## src/rtl/fetch_controller_pkg.sv

```systemverilog
// Shared CPU package for the fetch slice.
// Provides the datapath width, the reset/NOP defaults used by the fetch
// controller, the fetch FSM state type and a word-alignment helper.
package fetch_controller_pkg;

   localparam int unsigned XLEN = 32;

   localparam logic [XLEN-1:0] RESET_PC_DEFAULT  = 32'h0000_0000;
   localparam logic [XLEN-1:0] NOP_INSTR_DEFAULT = 32'h0000_0013;

   typedef enum logic [1:0] {
      ST_IDLE,
      ST_REQ,
      ST_WAIT,
      ST_HOLD
   } fetch_state_t;

   // Clears the byte-offset bits so every fetch address is word aligned.
   function automatic logic [XLEN-1:0] word_align(input logic [XLEN-1:0] addr);
      return addr & ~XLEN'(3);
   endfunction

endpackage

```

## src/rtl/fetch_controller.sv

```systemverilog
// Instruction fetch controller.
// Issues one instruction-memory request at a time, waits for the read
// response, and presents the fetched word to decode until it is accepted.
// Redirects override every other event and discard any in-flight fetch.
//
// Ports:
//   clk, reset          clock, synchronous active-high reset
//   imem_req/imem_addr  fetch request and word-aligned address
//   imem_gnt            memory accepts the request this cycle
//   imem_rvalid/rdata   read response
//   redirect_valid/pc   branch/jump redirect
//   instr_valid/instr/instr_pc  instruction presented to decode
//   instr_ready         decode accepts the instruction
module fetch_controller
   import fetch_controller_pkg::*;
#(
   parameter logic [XLEN-1:0] RESET_PC  = RESET_PC_DEFAULT,
   parameter logic [XLEN-1:0] NOP_INSTR = NOP_INSTR_DEFAULT
) (
   input  logic            clk,
   input  logic            reset,
   output logic            imem_req,
   output logic [XLEN-1:0] imem_addr,
   input  logic            imem_gnt,
   input  logic            imem_rvalid,
   input  logic [XLEN-1:0] imem_rdata,
   input  logic            redirect_valid,
   input  logic [XLEN-1:0] redirect_pc,
   output logic            instr_valid,
   output logic [XLEN-1:0] instr,
   output logic [XLEN-1:0] instr_pc,
   input  logic            instr_ready
);

   fetch_state_t    state;
   logic [XLEN-1:0] pc;
   // Set when the outstanding transaction belongs to a stale fetch stream.
   logic            drop;

   // Request is a pure decode of the state register: no path from imem_gnt.
   assign imem_req  = (state == ST_REQ);
   assign imem_addr = pc;

   always_ff @(posedge clk) begin
      if (reset) begin
         state       <= ST_IDLE;
         pc          <= RESET_PC;
         drop        <= 1'b0;
         instr_valid <= 1'b0;
         instr       <= NOP_INSTR;
         instr_pc    <= RESET_PC;
      end else if (redirect_valid) begin
         pc          <= word_align(redirect_pc);
         instr_valid <= 1'b0;
         case (state)
            ST_IDLE: state <= ST_REQ;
            ST_REQ: begin
               // A request granted together with the redirect is still in
               // flight; its response must be swallowed.
               if (imem_gnt) begin
                  state <= ST_WAIT;
                  drop  <= 1'b1;
               end
            end
            ST_WAIT: begin
               if (imem_rvalid) begin
                  state <= ST_REQ;
                  drop  <= 1'b0;
               end else begin
                  drop  <= 1'b1;
               end
            end
            ST_HOLD: state <= ST_REQ;
            default: state <= ST_IDLE;
         endcase
      end else begin
         case (state)
            ST_IDLE: state <= ST_REQ;
            ST_REQ: begin
               if (imem_gnt) state <= ST_WAIT;
            end
            ST_WAIT: begin
               if (imem_rvalid) begin
                  if (drop) begin
                     drop  <= 1'b0;
                     state <= ST_REQ;
                  end else begin
                     instr       <= imem_rdata;
                     instr_pc    <= pc;
                     instr_valid <= 1'b1;
                     pc          <= pc + XLEN'(4);
                     state       <= ST_HOLD;
                  end
               end
            end
            ST_HOLD: begin
               if (instr_ready) begin
                  instr_valid <= 1'b0;
                  state       <= ST_REQ;
               end
            end
            default: state <= ST_IDLE;
         endcase
      end
   end

endmodule

```

## config.mk

```make
export PLATFORM = sky130hd
export DESIGN_NAME = fetch_controller
export DESIGN_NICKNAME = d
export VERILOG_FILES = /design/src/rtl/fetch_controller_pkg.sv /design/src/rtl/fetch_controller.sv
export SDC_FILE = /design/constraint.sdc
export NUM_CORES = 1
export LEC_CHECK = 0
export BUFFER_PORTS_ARGS = -buffer_cell sky130_fd_sc_hd__clkbuf_2
export CAP_MARGIN = 20
export CORE_ASPECT_RATIO = 0.6
export CORE_MARGIN = 10
export CORE_UTILIZATION = 49
export DETAILED_ROUTE_END_ITERATION = 8
export GPL_TIMING_DRIVEN = 0
export PLACE_DENSITY = 0.85
export SLEW_MARGIN = 20
export SYNTH_ARGS = -nofsm -noshare
export SYNTH_HDL_FRONTEND = slang
export SYNTH_SLANG_ARGS = --single-unit
export TNS_END_PERCENT = 1
```

## constraint.sdc

```tcl
create_clock -name clk -period 2.2 [get_ports clk]
set_input_delay 0.44 -clock clk [delete_from_list [all_inputs] [get_ports clk]]
set_output_delay 0.44 -clock clk [all_outputs]
set_load 0.05 [all_outputs]
```

Word-level counts from Yosys, hierarchy flattened --
Cells that the tools add are included.
Cells by class: muxes and demuxes 22, add/subtract/negate cells 1, reduce and logical (&&, ||, !) cells 13, eq/ne operators 9, bitwise gates (word level) 2
Operator list (count):
- $mux 32 | 4
- $add 32x3->32 const B | 1
- $mux 2 | 6
- $reduce_and 4->1 | 3
- $mux 1 | 8
- $ne 2x2->1 const B | 4
- $pmux 2 s4 | 1
- $reduce_bool 2->1 | 4
- $ne 3x3->1 const B | 2
- $pmux 2 s3 | 1
- $reduce_and 3->1 | 2
- $eq 2x2->1 const B | 2
- $pmux 1 s2 | 2
- $reduce_or 2->1 | 2
- $eq 2x1->1 const B | 1
- $logic_not 2->1 | 1
- $not 1->1 | 2
- $reduce_and 2->1 | 1
Word-level totals: output and inout bits 98, flip-flop bits (word level) 100, input port bits 70

Depth between registers and ports, before layout --
Gate-level depths: netlist of the first run.
depth in word-level cells 5, gate-level depth with buffers 8, depth with buffers taken out 6

Least setup slack after synthesis of the first run --
No wires, ideal clock.
path type reg-to-reg, start register pc[2], in the netlist imem_addr[2], end register pc[24], in the netlist imem_addr[24], arrival 2.059 ns, period minus slack after synthesis 2.171 ns, setup time 0.112 ns, data required time 2.088 ns, slack 0.029 ns, buffers on the path 1, stages on the path, launching flop included 7, cell sequence dfxtp_1 ha_1 and3_1 buf_2 nand4_4 or3_1 a2111oi_1
On the way: longest elaborated chain between the ends 5
RTL lines:
- start, declared | line fetch_controller.sv:36 | logic [XLEN-1:0] pc;
- start signal, assigned | line fetch_controller.sv:53 | pc <= word_align(redirect_pc);
- start signal, assigned | line fetch_controller.sv:91 | pc <= pc + XLEN'(4);
- $add 32x3->32 | line fetch_controller.sv:91
- $mux 32 | line fetch_controller.sv:84 | if (drop) begin
- $mux 32 | line fetch_controller.sv:83 | if (imem_rvalid) begin
- $mux 32 | line fetch_controller.sv:77 | case (state)
- $mux 32 | line fetch_controller.sv:52 | end else if (redirect_valid) begin
No other way between the ends. The select of a mux whose other input is x is not followed. A chain may end at the register's enable or synchronous reset.

Final worst setup path of the first run --
start register pc[3], in the netlist imem_addr[3], end register pc[24], in the netlist imem_addr[24]
Same word-level chain as after synthesis.

==> flow_metrics.py, run 1 <==
metrics = {
    "global_routing": {
        "grt_pass1_wl_um": 24100,
        "grt_pass1_vias": 4812,
        "grt_max_degree": 14,
        "antenna_found_initial": 0,
        "grt-ovfl-total": 0,
        "grt.total_usage_pct": 22.3,
    },
    "power_and_ir_drop": {
        "ir_worst_vdd_mv": 0.387,
        "power_mw": 3.93,
        "power_leakage_nw": 2.36,
        "power_density_mw_per_mm2": 699,
    },
    "logic_synthesis": {
        "ys_types": 62,
        "synth_edf_count": 0,
        "async_reset_ff_share_pct": 0,
        "synthCells": 554,
        "synth-seq-cells": 96,
        "syn-cell-area_mm2": 0.00437,
        "synth_warnings": 0,
        "synth_seq_area_share_pct": 43.9,
        "synth_flop_cell": "dfxtp_1",
        "yosysTopAreaCell": "dfxtp_1",
        "synth_area_leaders": "dfxtp_1 44%, nand2_1 12%, a21oi_1 7.2%, nor2_1 2.6%, clkbuf_1 2.4%",
        "synthDominantCellAreaShare_pct": 43.9,
        "avgSynthCellArea_um2": 7.89,
    },
    "setup_path": {
        "worst_setup_path_end_kind": "flop",
        "required_ns": 2.43,
        "start_kind": "flop",
        "crit_chain": "ha_1, and3_1, buf_2, nand4_4, or3_1, a2111oi_1",
        "critPathArrivalTime_ns": 2.31,
        "path_delay_family": "simple AND/OR/NAND/NOR gates",
        "path_buf_inv": 1,
        "timing.critical_path.fanout_max": 8,
        "crit_slowest_cell": "dfxtp_1",
        "criticalPathCategory": "reg -> reg",
        "cpPeakStageDelay_ns": 0.46,
    },
    "drt": {
        "drt-initial-drc-count": 497,
        "vias_per_cell": 5.84,
        "drcViolationCount": 0,
        "wire_per_inst_um": 18.1,
        "drt-total-wl_um": 15200,
        "vias": 4910,
        "route.antenna.remaining_nets": 0,
        "drtPass1Iterations": 5,
    },
    "min_path": {
        "hp-class": "in -> reg",
    },
    "floorplan": {
        "die_h_um": 93.2,
        "die_w_um": 142,
        "dieArea_mm2": 0.0132,
        "boundaryPins": 168,
        "num_rows": 26,
        "initial_core_util_pct": 50.9,
        "core-area_mm2": 0.00859,
    },
    "sta": {
        "report.final.setup_viol": 0,
        "rsz0062_at_grt": "false",
        "hold_violations": 0,
        "worst_pin_slew_ns": 0.703,
        "clock-skew-final_ns": 0.00580,
        "final_max_slew_viol_count": 0,
        "finalSetupTns_ns": 0,
        "relSlewSlack_pct": 53.2,
        "finalCriticalPeriod_ns": 2.09,
        "fin_crit_sh_pct": 94.8,
        "max_freq_mhz": 479,
        "setup_ws_ns": 0.114,
        "hold_ws_ns": 0.311,
    },
    "clocking": {
        "clock_tree.root_cell": "clkbuf_16",
        "postCtsHoldBufs": 0,
        "cts.clk_slew.worst_paths_ns": 0.06,
        "cts_resized": 1,
        "cts_setup_buffers": 0,
        "clk_latency_ns": 0.34,
        "cts_buffer_depth": 2,
        "cts_tree": "built",
        "cts_buffers": 9,
        "clock_sinks": 96,
        "htree_levels": 3,
    },
    "run": {
        "maxCapViolCount": 0,
    },
    "cells_and_area": {
        "final-seq-area_mm2": 0.00192,
        "mostFrequentLayoutCell": "clkbuf_2",
        "fin_util_pct": 65.5,
        "nFillCells": 736,
        "multi_input_area_mm2": 0.00220,
        "area_growth_pct": 28.6,
        "fin_cells": 841,
        "final_nets": 801,
        "drive_above_1_share_pct": 27.8,
        "layout_common_cells": "167 x clkbuf_2, 141 x nand2_1, 95 x dfxtp_1",
        "design_area_mm2": 0.00562,
        "diodes": 0,
    },
    "placed_design": {
        "gp_congestion": 0.940,
        "dp.cells": 828,
        "placed_cell_area_mm2": 0.00532,
        "numPortBuffers": 159,
        "dp_hpwl_um": 11700,
        "dp_worst_setup_slack_ns": -0.0912,
    },
    "run_status": {
        "run_status": "complete, no violations",
    },
}
[report_power, final]
part	switching (mW)	internal, mW	leakage, nW
Combinational	0.395	0.172	1.44
Sequential	0.0849	1.79	0.782
Clock	0.617	0.871	0.140
[cells in the mapped netlist (4+ instances only)]
library cell	n
buf_4	5
buf_6	4
and4_1	8
dfxtp_1	96
o21ai_0	14
nor4_1	5
inv_1	12
and3_1	9
buf_2	4
ha_1	4
nor3_1	8
nand4_1	15
or3_1	5
clkbuf_1	28
a211oi_1	10
a21oi_1	63
a311oi_1	8
nor2_1	30
nand3_1	15
nand2_1	141
[worst paths after layout]
| check | start | end | slack [ns] | cells after the start |
|---|---|---|---|---|
| max reg2reg | imem_addr[3] | imem_addr[24] | 0.11 | 6 |
| min reg2reg | instr[11] | instr[11] | 0.45 | 2 |
| min | imem_rdata[0] | instr[0] | 0.31 | 3 |
| max | imem_addr[3] | imem_addr[24] | 0.11 | 6 |
[worst register-to-register path, cell delays in order (launching register included)]
cell and delay (ns):
dfxtp_1 0.46, ha_1 0.25, and3_1 0.16, buf_2 0.18, nand4_4 0.18, or3_1 0.41
a2111oi_1 0.32
[layout make-up]
cell class	instances	share of cell area (%)
flip-flops and latches	96	34.2
multi-input cells	404	39.2
plain buffers	45	4.23
inverters	12	0.801
well taps	112	2.49
repair buffers	159	14.1
clock buffers	13	4.98
[layer usage]
metal	wire length (µm)	up-vias	share of wire, %	track usage [%]
li1	-	2298	-	-
met1	5880	2236	39	25.6
met2	6780	334	44	35.8
met3	2310	42	15	10.9
met4	272	0	1.8	7.37
met5	0	-	0	0
[registers in the layout (all words and copies together) (netlist names)]
signal and count:
instr_valid 1, instr 32, drop 1, state 2, imem_addr 30, instr_pc 30
[cell families (layout without fill, tap and decap cells)]
group	Yosys count	in the layout	synth area share [%]
AO/OA/AOI/OAI	128	128	18.6
XOR/XNOR	6	6	1.20
adder cells (fa/ha/maj)	4	4	1.14
buffers and inverters	57	229	6.27
flip-flops	96	96	43.9
other	1	4	0.0858
AND/OR/NAND/NOR	262	262	28.7
Power figures use the tool's default switching activity.
==> run 2: changes to the inputs <==
--- a/config.mk
+++ b/config.mk
@@ -5,14 +5,15 @@
 export SDC_FILE = /design/constraint.sdc
 export NUM_CORES = 1
 export LEC_CHECK = 0
+export ABC_AREA = 1
 export BUFFER_PORTS_ARGS = -buffer_cell sky130_fd_sc_hd__clkbuf_2
 export CAP_MARGIN = 20
 export CORE_ASPECT_RATIO = 0.6
 export CORE_MARGIN = 10
-export CORE_UTILIZATION = 49
+export CORE_UTILIZATION = 50
 export DETAILED_ROUTE_END_ITERATION = 8
 export GPL_TIMING_DRIVEN = 0
-export PLACE_DENSITY = 0.85
+export PLACE_DENSITY = 0.86
 export SLEW_MARGIN = 20
 export SYNTH_ARGS = -nofsm -noshare
 export SYNTH_HDL_FRONTEND = slang
==> flow_metrics.py, run 2 <==
metrics = {
    "logic_synthesis": {
        "avgSynthCellArea_um2": 6.83,
        "synthSimpleGateAreaFrac_pct": 31.2,
        "synth-seq-cells": 96,
        "synthDominantCellAreaShare_pct": 42.4,
        "synth_compound_area_share_pct": 15.2,
        "async_reset_ff_share_pct": 0,
        "synth_area_leaders": "dfxtp_1 42%, nor2_1 12%, nand2_1 10%, o21ai_0 7.0%, inv_1 4.6%",
        "syn-cell-area_mm2": 0.00453,
        "synthAdderAreaFrac_pct": 1.10,
        "synth_edf_count": 0,
        "ys_types": 35,
        "synth_common_cells": "148 x nor2_1, 121 x nand2_1, 96 x dfxtp_1, 63 x o21ai_0, 55 x inv_1",
        "synth_xor_area_share_pct": 0.967,
        "synth_flop_cell": "dfxtp_1",
        "synth_top_family_by_area": "simple AND/OR/NAND/NOR gates",
        "synth_seq_area_share_pct": 42.4,
        "post-synth-top-count-cell": "nor2_1",
        "yosysTopAreaCell": "dfxtp_1",
        "synthCells": 663,
        "synth_warnings": 0,
        "synth_mux_area_share_pct": 0,
    },
    "drt": {
        "drtPass1Iterations": 6,
        "drt-initial-drc-count": 522,
        "drcViolationCount": 0,
        "drt-total-wl_um": 15800,
        "vias": 5073,
        "route.antenna.remaining_nets": 0,
        "vias_per_cell": 5.32,
        "wire_per_inst_um": 16.6,
    },
    "floorplan": {
        "die_h_um": 93.7,
        "dieArea_mm2": 0.0134,
        "core-area_mm2": 0.00865,
        "boundaryPins": 168,
        "num_rows": 26,
        "die_w_um": 143,
        "initial_core_util_pct": 52.4,
    },
    "cells_and_area": {
        "largest_reg_flops": 32,
        "mostFrequentLayoutCell": "clkbuf_2",
        "diodes": 0,
        "final_nets": 911,
        "nFillCells": 792,
        "drive_above_1_share_pct": 25.1,
        "largest-register": "instr",
        "design_area_mm2": 0.00582,
        "area_growth_pct": 28.6,
        "layout_common_cells": "160 x clkbuf_2, 148 x nor2_1, 121 x nand2_1",
    },
    "power_and_ir_drop": {
        "p_comb_share_pct": 14.9,
        "swShare_pct": 28.3,
        "ir_worst_vdd_mv": 0.428,
        "power_switching_mw": 1.22,
        "pwr-share-clk_pct": 41.7,
        "power_density_mw_per_mm2": 740,
        "power_leakage_nw": 2.65,
        "seq_power_share_pct": 43.5,
        "p_int_mw": 3.09,
    },
    "setup_path": {
        "worst_setup_path_end_kind": "flop",
        "start_kind": "flop",
        "critPathArrivalTime_ns": 2.26,
        "required_ns": 2.45,
        "startpoint": "state[1]",
        "r2r_cells": 9,
        "cpPeakStageDelay_ns": 0.41,
        "r2r_slack_ns": 0.19,
        "timing.critical_path.fanout_max": 10,
        "r2r-end": "imem_addr[22]",
        "r2r-start": "state[1]",
        "crit_top_cell": "inv_1",
        "criticalPathCategory": "reg -> reg",
        "path_buf_inv": 2,
        "crit_slowest_cell": "dfxtp_1",
        "crit_chain": "ha_1, nand2_2, nor2_8, nor2_4, inv_1, o21ai_0, nand3b_1, nand2_1, inv_1",
        "path_delay_family": "simple AND/OR/NAND/NOR gates",
    },
    "min_path": {
        "hp-start": "imem_rdata[4]",
        "hp-class": "in -> reg",
        "hold_end": "instr[4]",
        "hold_depth": 3,
    },
    "sta": {
        "clock-skew-final_ns": 0.00603,
        "relSlewSlack_pct": 55.0,
        "rsz0062_at_grt": "false",
        "finalCriticalPeriod_ns": 2.01,
        "hold_ws_ns": 0.291,
        "worst_pin_slew_ns": 0.674,
        "hold_violations": 0,
        "setup_ws_ns": 0.190,
        "fin_crit_sh_pct": 91.4,
        "max_freq_mhz": 497,
        "final_max_slew_viol_count": 0,
        "report.final.setup_viol": 0,
        "finalSetupTns_ns": 0,
    },
    "clocking": {
        "cts_setup_buffers": 0,
        "clk_latency_ns": 0.35,
        "clock_sinks": 96,
        "cts.clk_slew.worst_paths_ns": 0.06,
        "clock_tree.root_cell": "clkbuf_16",
        "cts_resized": 0,
        "postCtsHoldBufs": 0,
        "htree_levels": 3,
        "cts_tree": "built",
        "cts_buffers": 9,
        "cts_buffer_depth": 2,
    },
    "global_routing": {
        "grt.total_usage_pct": 22.9,
        "grt_max_degree": 17,
        "grt-ovfl-total": 0,
        "grt_pass1_wl_um": 24400,
        "antenna_found_initial": 0,
        "grt_pass1_vias": 4674,
    },
    "placed_design": {
        "dp_worst_setup_slack_ns": 0.281,
        "gp_congestion": 0.995,
        "placed_cell_area_mm2": 0.00548,
        "dp_hpwl_um": 12300,
        "numPortBuffers": 160,
    },
    "run_status": {
        "run_status": "complete, no violations",
    },
    "run": {
        "maxCapViolCount": 0,
    },
}
run 2: changes by cell type after synthesis, sizes merged, moves of 11 or more:
cell and change:
a21oi -27, nand3 +18, o21ai +54, nand2 -16, nand4 -12, clkbuf -11, inv +45, nor2 +128
run 2: worst max-delay path by stage:
| stage | end | slack (ns) | depth (start not counted) |
|---|---|---|---|
| floorplan | imem_addr[22] | 0.32 | 12 |
| global placement | imem_addr[22] | 0.33 | 9 |
| detailed placement | imem_addr[27] | 0.28 | 9 |
| CTS | imem_addr[22] | 0.25 | 9 |
| global route | imem_addr[27] | 0.04 | 9 |
| finish | imem_addr[22] | 0.19 | 9 |
run 2: cell families (layout without fill, tap and decap cells):
group	after synthesis	after routing
and+or+nand+nor	337	337
other	1	4
buffers and inverters	93	268
AOI/OAI and AO/OA	127	127
xor gates and xnor gates	5	5
adders and majority gates	4	4
DFF	96	96
run 2: final cells by class:
type | count | area [µm²] | share of cell area (%)
repair buffers | 160 | 801 | 13.7
plain buffers | 36 | 193 | 3.31
well taps | 112 | 140 | 2.41
clock buffers | 9 | 225 | 3.87
inverters | 57 | 214 | 3.67
multi-input cells | 477 | 2210 | 38.0
clock inverters | 6 | 116 | 2.00
flip-flops and latches | 96 | 1920 | 33.0
run 2: power by group through the flow:
stage          clock, mW  sequential [mW]  combinational (mW)
4_1_cts             1.79             1.87               0.637
2_1_floorplan          0             2.08               0.249
3_5_place_dp           0             1.91               0.633
6_report            1.80             1.87               0.641
3_3_place_gp           0             1.91               0.626
5_1_grt             1.87             1.88               0.693
run 2: worst min-delay path, delay by kind of cell:
kind | cells | cell delay [ns]
buf+inv | 1 | 0.08
simple gates | 2 | 0.09
run 2: metrics by stage:
| stage | instances | utilization (%) | power, mW |
|---|---|---|---|
| floorplan | 666 | - | 2.33 |
| global placement | 938 | 63.4 | 2.53 |
| detailed placement | 938 | 63.4 | 2.54 |
| CTS | 953 | 67.3 | 4.30 |
| global route | 953 | 67.3 | 4.44 |
| finish | 953 | 67.3 | 4.31 |
run 2: metal layers:
metal / global-route usage (%) / wire length [µm] / vias to the layer above
li1: - / - / 2475
met1: 29.5 / 6820 / 2266
met2: 34.8 / 6520 / 296
met3: 9.39 / 2190 / 36
met4: 5.98 / 298 / 0
met5: 0 / 0 / -
